**src/rtl/alu_pkg.sv**
```systemverilog
// Shared ALU definitions: control encodings and the sequential-multiplier state type.
// Latency: n/a (types and constants only).
// Backpressure: n/a.
package alu_pkg;

    // ALU operation select, shared by the ALU decoder and every ALU client.
    localparam logic [2:0] ALU_ADD = 3'b000;
    localparam logic [2:0] ALU_SUB = 3'b001;
    localparam logic [2:0] ALU_SLL = 3'b010;
    localparam logic [2:0] ALU_XOR = 3'b100;
    localparam logic [2:0] ALU_SRL = 3'b101;
    localparam logic [2:0] ALU_OR  = 3'b110;
    localparam logic [2:0] ALU_AND = 3'b111;

    typedef enum logic [1:0] {
        IDLE = 2'd0,
        RUN  = 2'd1,
        DONE = 2'd2
    } mul_state_e;

endpackage

```
**src/rtl/alu_mul_seq_if.sv**
```systemverilog
// Request/result bundle of the shift-add multiplier plus its shared-ALU link.
// Latency: n/a (wiring only).
// Backpressure: none; start is simply ignored while the multiplier is busy.
// slave  : multiplier side (takes start/op_a/op_b/alu_out, drives the rest).
// master : requester + ALU side (mirror image).
interface alu_mul_seq_if #(
    parameter int DATA_WIDTH = 32
);
    logic                  start;
    logic [DATA_WIDTH-1:0] op_a;
    logic [DATA_WIDTH-1:0] op_b;
    logic                  busy;
    logic                  done;
    logic [DATA_WIDTH-1:0] result;
    logic [DATA_WIDTH-1:0] alu_op1;
    logic [DATA_WIDTH-1:0] alu_op2;
    logic [2:0]            alu_ctrl;
    logic [DATA_WIDTH-1:0] alu_out;

    modport slave (
        input  start, op_a, op_b, alu_out,
        output busy, done, result, alu_op1, alu_op2, alu_ctrl
    );

    modport master (
        output start, op_a, op_b, alu_out,
        input  busy, done, result, alu_op1, alu_op2, alu_ctrl
    );
endinterface

```
**src/rtl/alu_mul_seq.sv**
```systemverilog
// Unsigned shift-add multiplier borrowing an external ALU for its adds; low DATA_WIDTH bits of op_a*op_b.
// Latency: done in cycle T+1+k after start at edge T, k = index of top set bit of op_b + 1 (k=1 for op_b=0).
// Backpressure: start honoured only in IDLE; ignored while busy (RUN and DONE).
// Ports: clk, rst (sync, active high); bus = slave side of alu_mul_seq_if.
module alu_mul_seq
    import alu_pkg::*;
#(
    parameter int DATA_WIDTH = 32
) (
    input  logic          clk,
    input  logic          rst,
    alu_mul_seq_if.slave  bus
);
    localparam int                CW       = $clog2(DATA_WIDTH);
    localparam logic [CW-1:0]     CNT_LAST = CW'(DATA_WIDTH - 1);

    mul_state_e            state_q, state_d;
    logic [DATA_WIDTH-1:0] acc_q, mcand_q, mplier_q, result_q;
    logic [CW-1:0]         cnt_q;
    logic [DATA_WIDTH-1:0] acc_nxt;
    logic                  last_step;

    // The ALU is hardwired to acc + mcand; we only decide whether to keep its sum.
    assign acc_nxt   = mplier_q[0] ? bus.alu_out : acc_q;
    // Stop early once no multiplier bits remain, so short op_b finishes fast.
    assign last_step = ((mplier_q >> 1) == '0) || (cnt_q == CNT_LAST);

    always_comb begin
        state_d = state_q;
        case (state_q)
            IDLE:    if (bus.start) state_d = RUN;
            RUN:     if (last_step) state_d = DONE;
            DONE:    state_d = IDLE;
            default: state_d = IDLE;
        endcase
    end

    always_ff @(posedge clk) begin
        if (rst) begin
            state_q  <= IDLE;
            acc_q    <= '0;
            mcand_q  <= '0;
            mplier_q <= '0;
            cnt_q    <= '0;
            result_q <= '0;
        end else begin
            state_q <= state_d;
            case (state_q)
                IDLE: begin
                    if (bus.start) begin
                        acc_q    <= '0;
                        mcand_q  <= bus.op_a;
                        mplier_q <= bus.op_b;
                        cnt_q    <= '0;
                    end
                end
                RUN: begin
                    acc_q    <= acc_nxt;
                    mcand_q  <= mcand_q << 1;
                    mplier_q <= mplier_q >> 1;
                    cnt_q    <= cnt_q + 1'b1;
                    // Capture on the way into DONE so result is already valid with done.
                    if (last_step) result_q <= acc_nxt;
                end
                default: ;
            endcase
        end
    end

    assign bus.busy     = (state_q != IDLE);
    assign bus.done     = (state_q == DONE);
    assign bus.result   = result_q;
    assign bus.alu_op1  = acc_q;
    assign bus.alu_op2  = mcand_q;
    assign bus.alu_ctrl = ALU_ADD;
endmodule

```
**src/flat_wrapper.sv**
```systemverilog
// flat-port wrapper written by rule: the top's interface ports become plain ports
module alu_mul_seq_flat import alu_pkg::*;
#(
    parameter int DATA_WIDTH = 32
)
  (clk, rst, bus_start, bus_op_a, bus_op_b, bus_alu_out, bus_busy, bus_done, bus_result, bus_alu_op1, bus_alu_op2, bus_alu_ctrl);
  alu_mul_seq_if #(.DATA_WIDTH(DATA_WIDTH)) bus_i ();
  input  logic clk;
  input  logic rst;
  input wire logic [$bits(bus_i.start)-1:0] bus_start;
  input wire logic [$bits(bus_i.op_a)-1:0] bus_op_a;
  input wire logic [$bits(bus_i.op_b)-1:0] bus_op_b;
  input wire logic [$bits(bus_i.alu_out)-1:0] bus_alu_out;
  output wire logic [$bits(bus_i.busy)-1:0] bus_busy;
  output wire logic [$bits(bus_i.done)-1:0] bus_done;
  output wire logic [$bits(bus_i.result)-1:0] bus_result;
  output wire logic [$bits(bus_i.alu_op1)-1:0] bus_alu_op1;
  output wire logic [$bits(bus_i.alu_op2)-1:0] bus_alu_op2;
  output wire logic [$bits(bus_i.alu_ctrl)-1:0] bus_alu_ctrl;
  assign bus_i.start = bus_start;
  assign bus_i.op_a = bus_op_a;
  assign bus_i.op_b = bus_op_b;
  assign bus_i.alu_out = bus_alu_out;
  assign bus_busy = bus_i.busy;
  assign bus_done = bus_i.done;
  assign bus_result = bus_i.result;
  assign bus_alu_op1 = bus_i.alu_op1;
  assign bus_alu_op2 = bus_i.alu_op2;
  assign bus_alu_ctrl = bus_i.alu_ctrl;
  alu_mul_seq #(.DATA_WIDTH(DATA_WIDTH)) u_core (.clk(clk), .rst(rst), .bus(bus_i));
endmodule
```
**config.mk**
```make
export PLATFORM = sky130hd
export DESIGN_NAME = alu_mul_seq_flat
export DESIGN_NICKNAME = d
export VERILOG_FILES = /design/src/rtl/alu_pkg.sv /design/src/rtl/alu_mul_seq_if.sv /design/src/rtl/alu_mul_seq.sv /design/src/flat_wrapper.sv
export SDC_FILE = /design/constraint.sdc
export NUM_CORES = 1
export LEC_CHECK = 0
export ABC_AREA = 1
export CORE_MARGIN = 5
export CORE_UTILIZATION = 35
export DETAILED_ROUTE_END_ITERATION = 8
export PLACE_DENSITY = 0.73
export SYNTH_ARGS = -nofsm -noshare
export SYNTH_HDL_FRONTEND = slang
export SYNTH_SLANG_ARGS = --single-unit
```
**constraint.sdc**
```tcl
create_clock -name clk -period 2.07 [get_ports clk]
set_input_delay 0.414 -clock clk [delete_from_list [all_inputs] [get_ports clk]]
set_output_delay 0.414 -clock clk [all_outputs]
set_load 0.02 [all_outputs]
```
==> flow_summary.ini <==
[power]
clkPwrFrac_pct = 43.4
peakVddDrop_mv = 0.635
power_frac_seq_pct = 39.4
leakage_uw = 0.00330
swShare_pct = 26.6
power.density_nw_per_um2 = 833
p_int_uw = 5280
comb_power_share_pct = 17.2
p_switching_uw = 1920

[yosys]
postSynthAreaPerCell_um2 = 7.70
synth_edf_count = 0
ys.flop_type = dfxtp_1
yosysWarnings = 0
post-synth-top-area-cell = dfxtp_1
postSynth.asyncResetShare_pct = 0
yosys-top-cells-area = dfxtp_1 (46%), nand2_1 (9.3%), nand3_1 (8.3%)
synth_common_cells = nand2_1 (145), dfxtp_1 (135), nand3_1 (97)
netlist_area_um2 = 5870
synth_top_area_share_pct = 46.0
syn_inst = 763
yosysSeqAreaShare_pct = 46.0
yosysUniqueCellTypes = 34
yosysMostFrequentCell = nand2_1
synth-seq-cells = 135

[timing]
fin_skew_ns = 0.00675
grt_setup_unrepaired = false
tns_ns = 0
drv_slew = 0
timing.hold.ws_ns = 0.463
finalCriticalPeriod_ns = 1.90
finalSetupViolCount = 0
fmax_mhz = 528
finalCritPeriodShare_pct = 91.6
finalHoldViolCount = 0

[place]
place_area_um2 = 8040
dp_hpwl_um = 12100
place.gp.congestion = 0.764
port_buffers = 196

[cts]
numCtsBuffers = 17
cts.sinks = 135
cts_setup_buffers = 0
clockRootBuffer = clkbuf_16
clockBufferDepth = 2
worstSkewPairLatency_ns = 0.42
cts_tree = done
h-tree-depth = 4
clk_pin_slew_ns = 0.06

[worst_setup_path]
crit_type = flop to primary output
cpPeakStageDelay_ns = 0.64
worstSetupStartpointType = flop
worstPathCellList = clkdlybuf4s50_1
end_kind = primary output
worst-path-buf-inv = 1
cp_max_fo = 3
required_ns = 1.66
ff2ff_path_depth = 10
r2r_start = u_core.cnt_q[0]$_SDFFE_PP0P_
arrival_ns = 1.48
cpMaxStageDelayCell = clkdlybuf4s50_1
path_delay_family = buffers and inverters
timing.rr.end = u_core.bus.result[31]$_SDFFE_PP0P_
r2r_slack_ns = 0.40

[drt]
ant_nets = 0
routed_wirelength_um = 18300
drtIter0Drc = 383
wl_per_cell_um = 15.7
firstDrtPassIters = 5
avgViaCountPerCell = 5.04
vias = 5863
drc = 0

[floorplanning]
ioPinCount = 200
core_area_um2 = 16500
initial_core_util_pct = 35.5
rows = 47
dieArea_um2 = 19500
dieHeight_um = 140
die_w_um = 140

[worst_hold_path]
hold_class = flop to flop
whs_endpoint = u_core.mplier_q[29]$_SDFFE_PP0P_
hp-start = u_core.mplier_q[29]$_SDFFE_PP0P_
hold_path_depth = 2

[final_layout]
fill_cells = 1584
fin_area_um2 = 8640
antenna-diode-count = 0
fin_nets = 1033
syn_to_final_growth_pct = 47.2
final_layout_size_suffix_gt1_share_pct = 7.10

[global_route]
antenna_found_initial = 0
track_usage_pct = 18.0
grt_pass1_vias = 5474
gr-total-overflow = 0
grt_pass1_wl_um = 28700
grt_max_degree = 65

[run]
drv_cap = 0

[status]
outcome = finished clean
## per-layer routing
layer	track usage (%)	share of wire, %	vias to the layer above
li1	-	-	2912
met4	4.89	1.1	0
met3	5.45	7.7	15
met1	23.3	45	2724
met5	0	0	-
met2	29.4	47	212
## worst max path at each step
stage / startpoint / end / slack [ns] / cells past startpoint
floorplan: u_core.cnt_q[0]$_SDFFE_PP0P_ / u_core.bus.result[20]$_SDFFE_PP0P_ / 0.51 / 11
global placement: bus_start / u_core.bus.alu_op2[4]$_SDFFE_PP0P_ / 0.24 / 8
detailed placement: bus_start / u_core.bus.alu_op2[4]$_SDFFE_PP0P_ / 0.22 / 8
CTS: u_core.bus.alu_op2[28]$_SDFFE_PP0P_ / bus_alu_op2[28] / 0.14 / 1
global route: u_core.bus.alu_op2[26]$_SDFFE_PP0P_ / bus_alu_op2[26] / 0.12 / 1
finish: u_core.bus.alu_op2[28]$_SDFFE_PP0P_ / bus_alu_op2[28] / 0.17 / 1
## power by group through the flow
stage               clock network [uW]  registers [uW]  logic, uW
floorplan                            0            2950        608
detailed placement                   0            2890       1250
global route                      3280            2850       1350
CTS                               3190            2840       1250
global placement                     0            2890       1240
finish                            3120            2840       1240
## cells in the final DEF, fill, tap and decap left out, types with 2 or more instances in the layout
master and n:
clkdlybuf4s50_1 193, nand2_1 145, dfxtp_1 134, nand3_1 97, a21oi_1 73, nor2_1 67
inv_1 43, a22oi_1 37, o21ai_0 28, mux2i_1 23, clkbuf_16 17, o211ai_1 10
o32ai_1 9, buf_12 9, buf_4 8, or2_2 7, clkinv_2 5, inv_2 4
clkbuf_8 4, conb_1 3, bufinv_16 3, o221ai_1 2, ha_1 2, dlygate4sd2_1 2
## per-stage QoR
stage | cells | power (uW) | setup slack, ns | utilization [%]
2_1_floorplan | 765 | 3560 | 0.514 | -
3_3_place_gp | 1133 | 4130 | 0.241 | 48.6
3_5_place_dp | 1133 | 4140 | 0.219 | 48.6
4_1_cts | 1164 | 7280 | 0.144 | 52.3
5_1_grt | 1164 | 7470 | 0.120 | 52.3
6_report | 1164 | 7200 | 0.174 | 52.3
## kinds of logic after synthesis
family,Yosys count,share of synthesized area [%]
AOI/OAI and AO/OA,168,17.5
adders and majority gates,2,0.426
buffers and inverters,113,8.65
DFF,135,46.0
muxes,23,3.92
other,1,0.0639
and+or+nand+nor,321,23.4
## flip-flops by register name, indices dropped and copies added (netlist names)
name,count
u_core.bus.alu_op1,32
u_core.bus.alu_op2,32
u_core.bus.result,32
u_core.cnt_q,5
u_core.mplier_q,32
u_core.state_q,2
## what timing repair did
action | 4_1_cts | 5_1_grt
gates resized for setup | 2 | 0
hold buffers | 0 | 0
setup endpoints to repair | 2 | 0
## cell type report
cell class / count / area (um^2) / share of cell area (%)
inverter: 48 / 183 / 2.11
timing repair buffer: 213 / 2190 / 25.4
tap: 220 / 275 / 3.18
clock inverter: 9 / 123 / 1.42
clock buffer: 22 / 484 / 5.60
sequential: 135 / 2700 / 31.3
multi-input combinational: 517 / 2680 / 31.0
No activity file was read; power rests on OpenSTA's default activity.
